$ cat src/rtl/sprite_compositor.sv
// Two-sprite compositor: shadow/active sprite registers, hit test, ROM addressing,
// priority/transparency resolve and per-frame collision reporting.
// Three-stage pipeline: hit test -> ROM access -> resolve.
module sprite_compositor #(
  parameter int unsigned             X_BITS      = 10,
  parameter int unsigned             Y_BITS      = 9,
  parameter int unsigned             COLOR_BITS  = 8,
  parameter logic [COLOR_BITS-1:0]   TRANSPARENT = '0
) (
  input  logic                  clock,
  input  logic                  reset,
  input  logic                  pos_wr_en,
  input  logic                  pos_wr_sel,
  input  logic [X_BITS-1:0]     pos_wr_x,
  input  logic [Y_BITS-1:0]     pos_wr_y,
  input  logic [1:0]            pos_wr_frame,
  input  logic                  pos_wr_flip,
  input  logic                  pos_wr_en_spr,
  input  logic                  frame_start,
  input  logic                  pix_valid,
  input  logic [X_BITS-1:0]     pix_x,
  input  logic [Y_BITS-1:0]     pix_y,
  output logic [11:0]           rom_addr0,
  output logic [11:0]           rom_addr1,
  input  logic [COLOR_BITS-1:0] rom_data0,
  input  logic [COLOR_BITS-1:0] rom_data1,
  output logic                  out_valid,
  output logic [COLOR_BITS-1:0] out_color,
  output logic                  out_opaque,
  output logic                  out_sprite,
  output logic                  collision
);

  // Sprite extent (32) widened by one bit so the right/bottom edge never wraps.
  localparam logic [X_BITS:0] SprW = {{(X_BITS - 5){1'b0}}, 6'd32};
  localparam logic [Y_BITS:0] SprH = {{(Y_BITS - 5){1'b0}}, 6'd32};

  logic [X_BITS-1:0] sh_x_q [2];
  logic [X_BITS-1:0] sh_x_d [2];
  logic [X_BITS-1:0] act_x_q [2];
  logic [Y_BITS-1:0] sh_y_q [2];
  logic [Y_BITS-1:0] sh_y_d [2];
  logic [Y_BITS-1:0] act_y_q [2];
  logic [1:0]        sh_frame_q [2];
  logic [1:0]        sh_frame_d [2];
  logic [1:0]        act_frame_q [2];
  logic [1:0]        sh_flip_q, sh_flip_d, act_flip_q;
  logic [1:0]        sh_en_q, sh_en_d, act_en_q;

  logic [1:0]  in_x, in_y, hit;
  logic [4:0]  x_off [2];
  logic [4:0]  y_off [2];
  logic [4:0]  col [2];
  logic [11:0] addr_d [2];
  logic [11:0] rom_addr_q [2];

  logic       s1_valid_q, s2_valid_q;
  logic [1:0] s1_hit_q, s2_hit_q;

  logic [1:0]            op;
  logic                  overlap;
  logic [COLOR_BITS-1:0] res_color;
  logic                  res_opaque, res_sprite;
  logic                  acc_q;

  // Shadow next-state: a write replaces all fields of the selected sprite.
  always_comb begin
    for (int i = 0; i < 2; i++) begin
      sh_x_d[i]     = sh_x_q[i];
      sh_y_d[i]     = sh_y_q[i];
      sh_frame_d[i] = sh_frame_q[i];
    end
    sh_flip_d = sh_flip_q;
    sh_en_d   = sh_en_q;
    if (pos_wr_en) begin
      sh_x_d[pos_wr_sel]     = pos_wr_x;
      sh_y_d[pos_wr_sel]     = pos_wr_y;
      sh_frame_d[pos_wr_sel] = pos_wr_frame;
      sh_flip_d[pos_wr_sel]  = pos_wr_flip;
      sh_en_d[pos_wr_sel]    = pos_wr_en_spr;
    end
  end

  // Shadow/active registers; commit uses shadow next-state so a coincident write wins.
  always_ff @(posedge clock) begin
    if (reset) begin
      for (int i = 0; i < 2; i++) begin
        sh_x_q[i]      <= '0;
        sh_y_q[i]      <= '0;
        sh_frame_q[i]  <= '0;
        act_x_q[i]     <= '0;
        act_y_q[i]     <= '0;
        act_frame_q[i] <= '0;
      end
      sh_flip_q  <= '0;
      sh_en_q    <= '0;
      act_flip_q <= '0;
      act_en_q   <= '0;
    end else begin
      for (int i = 0; i < 2; i++) begin
        sh_x_q[i]     <= sh_x_d[i];
        sh_y_q[i]     <= sh_y_d[i];
        sh_frame_q[i] <= sh_frame_d[i];
      end
      sh_flip_q <= sh_flip_d;
      sh_en_q   <= sh_en_d;
      if (frame_start) begin
        for (int i = 0; i < 2; i++) begin
          act_x_q[i]     <= sh_x_d[i];
          act_y_q[i]     <= sh_y_d[i];
          act_frame_q[i] <= sh_frame_d[i];
        end
        act_flip_q <= sh_flip_d;
        act_en_q   <= sh_en_d;
      end
    end
  end

  // Stage 1 combinational hit test and texel address per sprite.
  always_comb begin
    for (int i = 0; i < 2; i++) begin
      // Low five bits of the offset are all the address needs.
      x_off[i]  = pix_x[4:0] - act_x_q[i][4:0];
      y_off[i]  = pix_y[4:0] - act_y_q[i][4:0];
      in_x[i]   = ({1'b0, pix_x} >= {1'b0, act_x_q[i]}) &&
                  ({1'b0, pix_x} < ({1'b0, act_x_q[i]} + SprW));
      in_y[i]   = ({1'b0, pix_y} >= {1'b0, act_y_q[i]}) &&
                  ({1'b0, pix_y} < ({1'b0, act_y_q[i]} + SprH));
      hit[i]    = act_en_q[i] & in_x[i] & in_y[i];
      col[i]    = act_flip_q[i] ? ~x_off[i] : x_off[i];
      addr_d[i] = {act_frame_q[i], y_off[i], col[i]};
    end
  end

  // Stage 1 register: ROM address only moves on a valid hit.
  always_ff @(posedge clock) begin
    if (reset) begin
      s1_valid_q    <= 1'b0;
      s1_hit_q      <= '0;
      rom_addr_q[0] <= '0;
      rom_addr_q[1] <= '0;
    end else begin
      s1_valid_q <= pix_valid;
      s1_hit_q   <= pix_valid ? hit : 2'b00;
      for (int i = 0; i < 2; i++) begin
        if (pix_valid && hit[i]) rom_addr_q[i] <= addr_d[i];
      end
    end
  end

  assign rom_addr0 = rom_addr_q[0];
  assign rom_addr1 = rom_addr_q[1];

  // Stage 2 register: carry valid/hit alongside the ROM read.
  always_ff @(posedge clock) begin
    if (reset) begin
      s2_valid_q <= 1'b0;
      s2_hit_q   <= '0;
    end else begin
      s2_valid_q <= s1_valid_q;
      s2_hit_q   <= s1_hit_q;
    end
  end

  // Stage 3 resolve: sprite 0 wins, transparent texels fall through.
  always_comb begin
    op[0]      = s2_hit_q[0] && (rom_data0 != TRANSPARENT);
    op[1]      = s2_hit_q[1] && (rom_data1 != TRANSPARENT);
    overlap    = s2_valid_q && op[0] && op[1];
    res_color  = TRANSPARENT;
    res_opaque = 1'b0;
    res_sprite = 1'b0;
    if (op[0]) begin
      res_color  = rom_data0;
      res_opaque = 1'b1;
    end else if (op[1]) begin
      res_color  = rom_data1;
      res_opaque = 1'b1;
      res_sprite = 1'b1;
    end
  end

  // Output register; colour fields hold across invalid cycles.
  always_ff @(posedge clock) begin
    if (reset) begin
      out_valid  <= 1'b0;
      out_color  <= TRANSPARENT;
      out_opaque <= 1'b0;
      out_sprite <= 1'b0;
    end else begin
      out_valid <= s2_valid_q;
      if (s2_valid_q) begin
        out_color  <= res_color;
        out_opaque <= res_opaque;
        out_sprite <= res_sprite;
      end
    end
  end

  // Collision accumulator, published and cleared at each frame boundary.
  always_ff @(posedge clock) begin
    if (reset) begin
      acc_q     <= 1'b0;
      collision <= 1'b0;
    end else if (frame_start) begin
      collision <= acc_q | overlap;
      acc_q     <= 1'b0;
    end else begin
      acc_q <= acc_q | overlap;
    end
  end

endmodule

$ cat config.mk
export PLATFORM = sky130hd
export DESIGN_NAME = sprite_compositor
export DESIGN_NICKNAME = d
export VERILOG_FILES = /design/src/rtl/sprite_compositor.sv
export SDC_FILE = /design/constraint.sdc
export NUM_CORES = 1
export LEC_CHECK = 0
export ABC_AREA = 1
export ABC_CLOCK_PERIOD_IN_PS = 3500
export CORE_AREA = 8 8 124 126
export DETAILED_ROUTE_END_ITERATION = 8
export DIE_AREA = 0 0 132 134
export HOLD_SLACK_MARGIN = 0.08
export PLACE_DENSITY = 0.9
export SYNTH_ARGS = -nofsm -noshare
export SYNTH_HDL_FRONTEND = slang
export SYNTH_SLANG_ARGS = --single-unit
export TNS_END_PERCENT = 20
$ cat constraint.sdc
create_clock -name clock -period 3.5 [get_ports clock]
set_input_delay 0.7 -clock clock [delete_from_list [all_inputs] [get_ports clock]]
set_output_delay 0.7 -clock clock [all_outputs]
set_load 0.03 [all_outputs]
==> impl_metrics.toml, run 1 <==
[finish]
nNetsFinal = 1006
antenna_cells = 0
drive_above_1_share_pct = 9.091
area_growth_pct = 23.66

[floorplan]
dieHeight_um = 134
coreArea_um2 = 13500
io_pins = 100
rows = 43
dieArea_um2 = 17690
start_util_pct = 53.21
die_x_um = 132

[synthesis]
ys_ff_latch = 135
syn_avg_cell_area_um2 = 9.212
synthTopCellsByArea = "edfxtp_1 (28%), dfxtp_1 (19%), ha_1 (10%)"
synth_largest_area_cell = "edfxtp_1"
yosysMostFrequentCell = "nor2_1"
syn_nets = 908
synth.distinct_cells = 35
synth_top_cell_area_share_pct = 27.58
yosys_warnings = 0
synthArstFlopShare_pct = 0
synthFlopType = "dfxtp_1"
netlist_top_cells_count = "nor2_1 (126), nand2_1 (100), inv_1 (93)"
synth-seq-area-share_pct = 46.80
syn_inst = 780
synth_area_um2 = 7186
synth_edf_count = 66

[clock_tree]
cts_max_path_buffers = 2
path_clk_slew_ns = 0.06
clk_latency_ns = 0.41
cts.repair.resized = 0
cts_tree = "done"
cts-root-buf = "clkbuf_16"
cts_setup_buffers = 0
cts_sinks = 135
hold_buffers = 0
htree_levels = 4
numCtsBuffers = 17

[grt]
overflow = 0
antenna_found_initial = 0
grt_usage_pct = 21.39
grt_pass1_vias = 6051
grt_pass1_wl_um = 30360
grt_max_degree = 77

[placed_design]
io_buffers = 99
gp_congestion = 0.8694
hpwlAfterDp_um = 12730

[critical_path]
worst-r2r-cell-count = 13
ff2ff_setup_slack_ns = 0.73
cp_data_arrival_time_ns = 3.03
timing.rr.start = "act_x_q[0][15]"
end_kind = "flop"
crit_start = "pix_y[0]"
cp_max_fo = 25
crit_required_ns = 3.64
r2r_end = "rom_addr_q[0][0]"
critPathLaunchType = "primary input"
path_class = "in -> reg"

[min_path]
worstHoldPathType = "reg -> reg"
holdPathEnd = "s2_hit_q[1]"
hp-start = "s1_hit_q[1]"
min_path_cells = 2

[routing]
vias = 5988
routedWlPerCell_um = 17.54
drtIter0Drc = 933
drc = 0
route.antenna.remaining_nets = 0
drtPass1Iterations = 8
viasPerCell = 5.591
routed_wl_um = 18780

[timing]
slew_headroom_pct = 48.81
finalHoldViolCount = 0
timing.final.crit_share_pct = 82.77
finalWorstPathRequiredPeriod_ns = 2.897
finalSetupTns_ns = 0
setup_viol = 0
worst_pin_slew_ns = 0.7678
skew_ns = 0.01207
drv_slew = 0
rsz0062_at_grt = "false"
fmax_mhz = 345.2

[power]
sw_frac_of_total_pct = 27.19
ir_drop_mv = 0.3867
netSwitchingPower_mw = 1.144
total_power_mw = 4.207
pwr-share-clk_pct = 41.5
p_leak_nw = 3.759
p_per_area_nw_per_um2 = 473.4
seq_power_share_pct = 42.4
pwr-share-comb_pct = 16.0
p_int_mw = 3.063

[outcome]
outcome = "finished, final reports clean"

[job]
drv_cap = 0
-- layout make-up --
cell class              count  area, µm²
inverters                  99      371.6
well taps                 180      225.2
flip-flops and latches    135       3363
clock buffers              18      429.2
fillers                   920       4618
multi-input cells         519       3308
clock inverters            14      150.1
repair buffers            106       1039
-- worst max-delay path: stages --
cell and delay [ns]:
clkdlybuf4s50_1 0.46, inv_1 0.06, ha_1 0.24, fa_1 0.42
o21ai_1 0.22, nand2_1 0.07, nand2_1 0.09, nand2_1 0.06
nand2_1 0.06, nand2_1 0.08, nand3_4 0.08, buf_4 0.35
a21oi_1 0.13
-- routing by layer --
metal | up-vias | part of all wire [%] | GRT usage, %
li1 | 2784 | - | -
met1 | 2794 | 39 | 25.37
met2 | 344 | 48 | 35.13
met3 | 66 | 9.1 | 5.946
met4 | 0 | 3.7 | 10.59
met5 | - | 0 | 0
-- cell usage in the layout (no fill, tap or decap), types with 20 or more instances in the layout --
cell type	netlist	layout
a21oi_1	27	27
clkdlybuf4s50_1	0	98
dfxtp_1	69	69
edfxtp_1	66	66
ha_1	60	60
inv_1	93	93
mux2i_1	28	28
nand2_1	100	100
nand3_1	34	34
nor2_1	126	125
nor4_1	20	20
xor2_1	20	20
-- flip-flops by register name (all words and copies together) (netlist names), 2 cells and up --
name         flops
act_frame_q      4
sh_x_q          20
sh_y_q          18
out_color        8
s1_hit_q         2
sh_en_q          2
sh_flip_q        2
act_en_q         2
rom_addr_q      24
act_flip_q       2
act_y_q         18
s2_hit_q         2
act_x_q         20
sh_frame_q       4
-- per-stage QoR --
| stage | hold WS [ns] | cells | setup WS (ns) | instance area [µm²] | utilization [%] |
|---|---|---|---|---|---|
| 4_1_cts | 0.4207 | 1071 | 0.6065 | 8886 | 65.80 |
| 6_report | 0.4176 | 1071 | 0.6030 | 8886 | 65.80 |
| 2_1_floorplan | 0.3883 | 780 | 0.7747 | 7186 | - |
| 3_3_place_gp | 0.4035 | 1039 | 0.2289 | 8307 | 61.51 |
| 3_5_place_dp | 0.4022 | 1039 | 0.1923 | 8307 | 61.51 |
| 5_1_grt | 0.4321 | 1071 | 0.3961 | 8886 | 65.80 |
-- worst max path at each step --
stage | slack (ns) | end | cells after the start
finish | 0.60 | rom_addr_q[0][0] | 13
global route | 0.40 | rom_addr_q[0][6] | 15
CTS | 0.61 | rom_addr_q[0][6] | 15
detailed placement | 0.19 | rom_addr_q[0][10] | 15
global placement | 0.23 | rom_addr_q[0][10] | 15
floorplan | 0.77 | rom_addr_q[0][12] | 13
-- logic make-up (layout without fill, tap and decap cells) --
family,after synthesis,count (layout),share of synthesized area [%]
and+or+nand+nor,321,321,20.13
DFF,135,135,46.80
buffers and inverters,126,237,7.191
AOI/OAI and AO/OA,74,74,6.512
adders and majority gates,64,64,11.56
xor gates and xnor gates,32,32,3.900
muxes,28,28,3.900
-- power by group through the flow --
stage               combinational, mW  clock, mW  sequential (mW)
floorplan                       0.405          0             1.82
detailed placement              0.636          0             1.81
global placement                0.617          0             1.81
CTS                             0.664       1.76             1.78
finish                          0.675       1.75             1.78
global route                    0.742       1.83             1.79
No activity file was read; power rests on OpenSTA's default activity.
==> run 2, diff against run 1 <==
Settings changed: ABC_CLOCK_PERIOD_IN_PS 3500 to 2940.
Clock period 3.5 ns to 2.94 ns, I/O delays scaled along.
==> run 2 against run 1 <==
Sequential share of layout area fell by 0.55 points. Combinational power increased by 20%. Critical endpoint is now rom_addr_q[0][1]. First-iteration DRC count decreased by 47%. Highest routed layer unchanged. Critical path depth grew 4.
==> impl_metrics.toml, run 2 (synthesis results as in run 1) <==
[finish]
top_register = "rom_addr_q"
largestRegisters = "rom_addr_q x24, act_x_q x20, sh_x_q x20"
antenna_cells = 0
nNetsFinal = 1016
area_growth_pct = 25.47
final_cell_mix = "nor2_1 (125), nand2_1 (100), clkdlybuf4s50_1 (98)"
drive_above_1_share_pct = 9.444
utilization_pct = 66.77
largest_reg_flops = 24
final_common_cell = "nor2_1"

[critical_path]
cp_slowest_cell = "clkdlybuf4s50_1"
cpMostUsedCell = "nand2_1"
critPathLaunchType = "primary input"
end_kind = "flop"
ff2ff_setup_slack_ns = 0.44
slowest_delay_ns = 0.47
cp_max_fo = 25
crit_required_ns = 3.20
crit_chain = "clkdlybuf4s50_1, inv_1, ha_1, fa_1, inv_1, nand2_1, nand2_1, nand3_1, nand2_1, nand2_1, nand2_1, nand2_1, nor2_4, buf_4, nand3_4, buf_12, a21oi_1"
path_class = "in -> reg"
cp_data_arrival_time_ns = 2.95

[timing]
timing.final.crit_share_pct = 91.69
skew_ns = 0.01010
fmax_mhz = 371.0
finalSetupTns_ns = 0
setup_viol = 0
finalWorstPathRequiredPeriod_ns = 2.696
drv_slew = 0
slew_headroom_pct = 49.25
rsz0062_at_grt = "false"
worst_pin_slew_ns = 0.7613
whs_ns = 0.4183
finalHoldViolCount = 0

[grt]
grt_pass1_wl_um = 29310
grt_max_degree = 77
grt_use_met2_pct = 34.76
antenna_found_initial = 0
overflow = 0
busiest_layer = "met2"
grt_usage_pct = 20.82
grt_pass1_vias = 5892
grt.met3_usage_pct = 5.722
met1_usage_pct = 24.60

[outcome]
outcome = "finished, final reports clean"

[clock_tree]
cts_max_path_buffers = 2
clk_latency_ns = 0.42
htree_levels = 4
cts_tree = "done"
path_clk_slew_ns = 0.05
cts.repair.resized = 0
hold_buffers = 0
cts-root-buf = "clkbuf_16"
cts_sinks = 135
numCtsBuffers = 17
cts_setup_buffers = 0

[floorplan]
coreArea_um2 = 13500
io_pins = 100
dieArea_um2 = 17690
die_x_um = 132
start_util_pct = 53.21
dieHeight_um = 134
rows = 43

[min_path]
worstHoldPathType = "reg -> reg"

[power]
p_int_mw = 3.692
netSwitchingPower_mw = 1.289
sw_frac_of_total_pct = 25.88
pwr-share-comb_pct = 16.2
ir_drop_mv = 0.4328
p_leak_nw = 3.849
pwr-share-clk_pct = 41.2
p_per_area_nw_per_um2 = 552.4
total_power_mw = 4.981
seq_power_share_pct = 42.6

[routing]
viasPerCell = 5.445
drtPass1Iterations = 8
drc = 0
routed_wl_um = 18430
drtIter0Drc = 496
route.antenna.remaining_nets = 0
vias = 5881
routedWlPerCell_um = 17.07

[placed_design]
io_buffers = 99
gp_congestion = 0.9003
hpwlAfterDp_um = 12700

[job]
drv_cap = 0
==> run 2: cell count changes in the layout (fill, tap and decap cells not counted), sizes merged <==
cell      before  now
buf            8   18
bufinv         2    1
clkbuf        18   26
inv          100   99
clkinvlp       6    0
clkinv         5    4
==> run 2: worst paths after layout <==
kind | end | depth (start not counted) | startpoint
max reg2reg | rom_addr_q[0][1] | 13 | act_x_q[0][5]
min | s2_valid_q | 2 | s1_valid_q
min reg2reg | s2_valid_q | 2 | s1_valid_q
max | rom_addr_q[0][1] | 17 | pix_x[0]
==> run 2: cell type report <==
| cell class | count | area (µm²) |
|---|---|---|
| fillers | 924 | 4488 |
| flip-flops and latches | 135 | 3363 |
| multi-input cells | 519 | 3308 |
| repair buffers | 116 | 1176 |
| clock buffers | 26 | 511.7 |
| inverters | 99 | 371.6 |
| well taps | 180 | 225.2 |
| clock inverters | 5 | 60.06 |
==> run 2: metrics by stage <==
stage / setup slack (ns) / std cells / cell area (µm²)
after floorplan: 0.3267 / 780 / 7186
after global placement: -0.001770 / 1049 / 8444
after detailed placement: -0.09229 / 1049 / 8444
after CTS: 0.2495 / 1080 / 9016
after global routing: 0.1441 / 1080 / 9016
final: 0.2443 / 1080 / 9016
==> run 2: layer usage <==
metal  part of all wire [%]  routed length (µm)
met4                    3.3                 616
met5                      0                   0
met1                     41                7627
met3                    7.3                1353
met2                     48                8837
==> run 2: power by group through the flow <==
stage	Clock (mW)	Sequential (mW)	Combinational, mW
2_1_floorplan	0	2.17	0.482
3_3_place_gp	0	2.15	0.751
3_5_place_dp	0	2.16	0.774
4_1_cts	2.06	2.12	0.801
5_1_grt	2.14	2.13	0.888
6_report	2.05	2.12	0.808
==> run 2: critical path, delay by kind of cell <==
family	cells	cell delay, ns
and+or+nand+nor	9	0.61
AOI/OAI and AO/OA	1	0.16
buffers and inverters	5	0.92
adders and majority gates	2	0.67
==> run 3, diff against run 2 <==
Settings changed: CORE_AREA 8 8 124 126 to 8 8 122 124, CTS_BUF_LIST set to sky130_fd_sc_hd__clkbuf_4 sky130_fd_sc_hd__clkbuf_8, CTS_CLUSTER_DIAMETER set to 120, DIE_AREA 0 0 132 134 to 0 0 130 132, PLACE_DENSITY 0.9 to 0.92, SKIP_CTS_REPAIR_TIMING set to 1.
==> run 3 against run 2 <==
Setup slack gained 0.16 ns. Cell count shrank 0.28%. Maximum frequency rose by 6.2%. Die area decreased by 3.0%. Core utilization increased by 1.5 points. Sequential power is essentially flat. Clock power fell by 19%. Worst hold slack got worse by 0.0071 ns. Clock skew hardly changed. Flip-flop and latch count did not move. Critical endpoint is now rom_addr_q[0][6]. Largest cell class unchanged. Largest power group unchanged.
==> impl_metrics.toml, run 3 (synthesis results as in run 1) <==
[floorplan]
dieHeight_um = 132
rows = 42
die_x_um = 130
start_util_pct = 55.36
io_pins = 100
coreArea_um2 = 12980
dieArea_um2 = 17160

[timing]
rsz0062_at_grt = "false"
skew_ns = 0.01034
setup_ws_ns = 0.4019
fmax_mhz = 394.0
setup_viol = 0
worst_pin_slew_ns = 0.7588
timing.final.crit_share_pct = 86.33
finalWorstPathRequiredPeriod_ns = 2.538
finalSetupTns_ns = 0
drv_slew = 0
finalHoldViolCount = 0
slew_headroom_pct = 49.41

[min_path]
worstHoldPathType = "reg -> reg"

[placed_design]
placed_cells_incl_taps = 1044
io_buffers = 99
hpwlAfterDp_um = 12860
gp_congestion = 0.9142
place_ws_ns = -0.03806

[grt]
overflow = 0
antenna_found_initial = 1
grt_max_degree = 77
grt_pass1_vias = 5849
grt_usage_pct = 21.35
grt_pass1_wl_um = 28970

[clock_tree]
numCtsBuffers = 17
clk_latency_ns = 0.44
cts-root-buf = "clkbuf_8"
cts_max_path_buffers = 2
htree_levels = 4
cts_sinks = 135
path_clk_slew_ns = 0.08
cts_tree = "done"

[finish]
final_common_cell = "nor2_1"
final_cell_mix = "nor2_1 (125), nand2_1 (100), clkdlybuf4s50_1 (98)"
area_growth_pct = 23.23
utilization_pct = 68.22
top_register = "rom_addr_q"
final_cell_count_no_fill = 1077
largestRegisters = "rom_addr_q x24, act_x_q x20, sh_x_q x20"
largest_reg_flops = 24
drive_above_1_share_pct = 10.00
nNetsFinal = 1015

[critical_path]
end_kind = "flop"
path_class = "reg -> reg"
cp_slowest_cell = "edfxtp_1"
cp_data_arrival_time_ns = 2.70
crit_chain = "ha_1, nand3_1, xor2_1, ha_1, a21oi_1, nor2_1, nor2_1, nand2_1, nor2_4, nand3_1, nand2_1, buf_12"
cp_max_fo = 12
critPathLaunchType = "flop"
crit_required_ns = 3.10
slowest_delay_ns = 0.49

[power]
p_per_area_nw_per_um2 = 518.0
ir_drop_mv = 0.2764
total_power_mw = 4.587
p_leak_nw = 3.779

[routing]
routedWlPerCell_um = 16.72
drc = 0
drtPass1Iterations = 5
route.antenna.remaining_nets = 0
routed_wl_um = 18010
drtIter0Drc = 670
viasPerCell = 5.487
vias = 5909

[outcome]
outcome = "finished, final reports clean"

[job]
drv_cap = 0
==> run 3: cell types whose count changed in the layout (fill, tap and decap cells not counted), moves of 2 or more <==
cell / delta
bufinv_16: +3
clkbuf_1: -6
inv_4: -2
clkbuf_8: +17
clkbuf_16: -19
clkinv_2: +4
==> run 3: worst paths after layout <==
path,startpoint,to,slack [ns],cells past startpoint
max reg2reg,act_x_q[0][5],rom_addr_q[0][6],0.40,12
min reg2reg,s1_hit_q[1],s2_hit_q[1],0.41,2
max,act_x_q[0][5],rom_addr_q[0][6],0.40,12
min,s1_hit_q[1],s2_hit_q[1],0.41,2
==> run 3: area by class of cell <==
class                   count  area (µm²)
clock buffers              19       255.2
multi-input cells         519        3308
inverters                  99       371.6
clock inverters            13       177.7
flip-flops and latches    135        3363
repair buffers            115        1156
fillers                   883        4125
well taps                 176       220.2
diodes                      1       2.502
==> run 3: where the power goes <==
| group | internal, mW | switching (mW) |
|---|---|---|
| sequential | 2.06 | 0.0561 |
| combinational | 0.338 | 0.468 |
| clock | 0.952 | 0.709 |
| total | 3.35 | 1.23 |
==> run 3: critical path, delay by kind of cell (launching register included) <==
| kind | cells | cell delay (ns) |
|---|---|---|
| XOR/XNOR | 1 | 0.16 |
| flip-flops | 1 | 0.49 |
| AND/OR/NAND/NOR | 7 | 0.75 |
| AO/OA/AOI/OAI | 1 | 0.16 |
| buffers and inverters | 1 | 0.14 |
| adder cells (fa/ha/maj) | 2 | 0.56 |
==> run 3: routing by layer <==
layer / GRT usage (%) / routed length, µm
met4: 9.038 / 547
met3: 5.785 / 1812
met1: 26.41 / 7097
met5: 0 / 0
met2: 34.15 / 8552
==> run 3: through the flow <==
stage / hold WS [ns] / instance area, µm²
after floorplan: 0.3883 / 7186
after global placement: 0.4072 / 8419
after detailed placement: 0.4060 / 8419
after CTS: 0.4154 / 8852
after global routing: 0.4090 / 8855
final: 0.4113 / 8855
==> edit (flow settings as in run 1) <==
Reset style: asynchronous (`reset`), changed in 5 clocked blocks.
--- a/src/rtl/sprite_compositor.sv
+++ b/src/rtl/sprite_compositor.sv
@@ -83,5 +83,5 @@
 
   // Shadow/active registers; commit uses shadow next-state so a coincident write wins.
-  always_ff @(posedge clock) begin
+  always_ff @(posedge clock or posedge reset) begin
     if (reset) begin
       for (int i = 0; i < 2; i++) begin
@@ -134,5 +134,5 @@
 
   // Stage 1 register: ROM address only moves on a valid hit.
-  always_ff @(posedge clock) begin
+  always_ff @(posedge clock or posedge reset) begin
     if (reset) begin
       s1_valid_q    <= 1'b0;
@@ -153,5 +153,5 @@
 
   // Stage 2 register: carry valid/hit alongside the ROM read.
-  always_ff @(posedge clock) begin
+  always_ff @(posedge clock or posedge reset) begin
     if (reset) begin
       s2_valid_q <= 1'b0;
@@ -182,5 +182,5 @@
 
   // Output register; colour fields hold across invalid cycles.
-  always_ff @(posedge clock) begin
+  always_ff @(posedge clock or posedge reset) begin
     if (reset) begin
       out_valid  <= 1'b0;
@@ -199,5 +199,5 @@
 
   // Collision accumulator, published and cleared at each frame boundary.
-  always_ff @(posedge clock) begin
+  always_ff @(posedge clock or posedge reset) begin
     if (reset) begin
       acc_q     <= 1'b0;
Behaviour: differs if reset is asserted again (counterexample within 4 cycles, from zero or initial values and one cycle with reset high); with reset held inactive, the same outputs for 4 cycles.
==> edit against run 1 <==
  * Worst setup slack improved by 0.15 ns
  * Critical endpoint is now rom_addr0[3]
  * Largest cell class unchanged
  * Synthesized area rose by 0.73%
  * Design area rose by 1.5%
  * Synthesized cell count rose by 11%
  * Hold slack got worse by 0.069 ns
  * Sequential cell count did not move
  * Count of clock-buffer cells in the layout fell by 1
  * Wire length fell by 4.0%
Power is not compared: it rests on default switching activity, and its combinational part moved more than twofold at a synthesized area within 25%.
==> edit: results (changes against run 1) <==
- Status: complete, no violations
- Synth Area in Compound Gates: 9.39% (+2.9 points)
- Distinct cells, synth: 33 (-5.7%)
- CP max FO: 13 (-48%)
- Hold depth: 0 (-2)
- FF-to-FF path depth: 12 (-1)
- Cts bufs inserted: 17 (unchanged)
- Routed vias: 6148 (+2.7%)
- Grt met1 use: 26.1% (+0.76 points)
- Met3 Track Usage GR: 5.39% (-0.56 points)
- Adder-Cell Fraction of Synth Area: 11.5% (-0.084 points)
- Routed WL: 18000 um (-4.0%)
- Placer Congestion: 0.930 (+6.9%)
- Pin count of the biggest net entering global routing: 136 (+77%)
- First-pass GRT wire length: 30500 um (+0.39%)
- Inst Count DP: 1123 (+8.1%)
- Ys async rst share: 100% (+100 points)
- Syn nets: 994 (+9.5%)
- Max incr delay on CP: 0.46 ns (about the same)
- Post-synthesis mux area share: 0% (-3.9 points)
- Synth top area cells: dfrtp_1, nand2_1, ha_1
- Share of layout cells above drive strength 1: 5.03% (-4.1 points)
- Worst Path Class, Setup: in -> reg
- Cells after Synth: 866 (+11%)
- Min-delay src: s1_hit_q[1]
- Top delay family on crit path: simple AND/OR/NAND/NOR gates
- Total GRT Usage: 21.3% (-0.11 points)
- Vias in the first global route: 6292 (+4.0%)
- Crit path DAT: 3.11 ns (+0.08 ns)
- Post-synth top cells: nand2_1, dfrtp_1, inv_1, o21ai_0, ha_1
- Largest regs: act_x_q: 20 flops, sh_x_q: 20 flops
- Worst slack, placed: 0.389 ns (+0.197 ns)
- Final HPWL DP: 12900 um (+1.1%)
- Synth Area in XOR/XNOR: 3.75% (-0.15 points)
- Grt met2 use: 34.1% (-0.99 points)
- Seq/Total Area, Yosys: 46.7% (-0.13 points)
- First-pass detailed-route iteration total: 5 (-3)
- Clk_skew: 0.00850 ns (-0.00357 ns)
- Slew margin rel.: 48.7% (-0.15 points)
- Worst R2R Setup Slack: 0.98 ns (+0.25 ns)
- DR iter-0 viols: 462 (-50%)
- FF-to-FF End: rom_addr0[3]
- Worst setup margin: 0.749 ns (+0.146 ns)
- Worst Hold Endpoint: s2_hit_q[1]
- Avg Vias per Cell: 5.32 (-4.8%)
- R2r startpoint: act_x_q[15]
-- edit: cell count changes after synthesis, moves of 18 or more --
cell / change
a21oi_2: -18
nor3_1: -18
dfrtp_1: +135
nor2_1: -96
dfxtp_1: -69
nand2_1: +178
edfxtp_1: -66
inv_1: +20
nor4_1: -18
o21ai_0: +76
mux2i_1: -28
-- edit: cell families after synthesis --
group / after synthesis
xor+xnor: 31
fa+ha+maj: 64
buf+inv: 142
simple gates: 368
flops: 135
compound gates: 126
-- edit: per-stage QoR --
step | total power [W] | instance area, sq um | hold slack [ns]
final | 0.00537 | 9020 | 0.349
after global routing | 0.00564 | 9020 | 0.351
after CTS | 0.00537 | 9020 | 0.348
after detailed placement | 0.00343 | 8380 | 0.337
after global placement | 0.00337 | 8380 | 0.332
after floorplan | 0.00289 | 7240 | 0.331
-- edit: worst reg2reg max path, delay by kind of cell (launching register included) --
family	cells	cell delay (ns)
fa+ha+maj	2	0.60
compound gates	2	0.30
buf+inv	1	0.04
flops	1	0.43
simple gates	7	1.05
-- edit: report_power, final --
group	internal [W]	leakage, nW	switching, W
registers	0.00180	1.73	0.000147
clock network	0.00121	0.304	0.000719
logic	0.000586	2.50	0.000904
total	0.00360	4.54	0.00177
-- edit: final cells by class --
class / instances / area (sq um)
fillers: 977 / 4490
flip-flops and latches: 135 / 3380
multi-input cells: 589 / 3300
repair buffers: 104 / 1040
inverters: 115 / 435
clock buffers: 17 / 425
well taps: 180 / 225
clock inverters: 15 / 218
-- edit: metal layers --
metal / share of wire [%] / vias to the layer above
met2: 47 / 238
met3: 7.3 / 47
met4: 3.6 / 0
met5: 0 / -
met1: 43 / 2913
li1: - / 2950
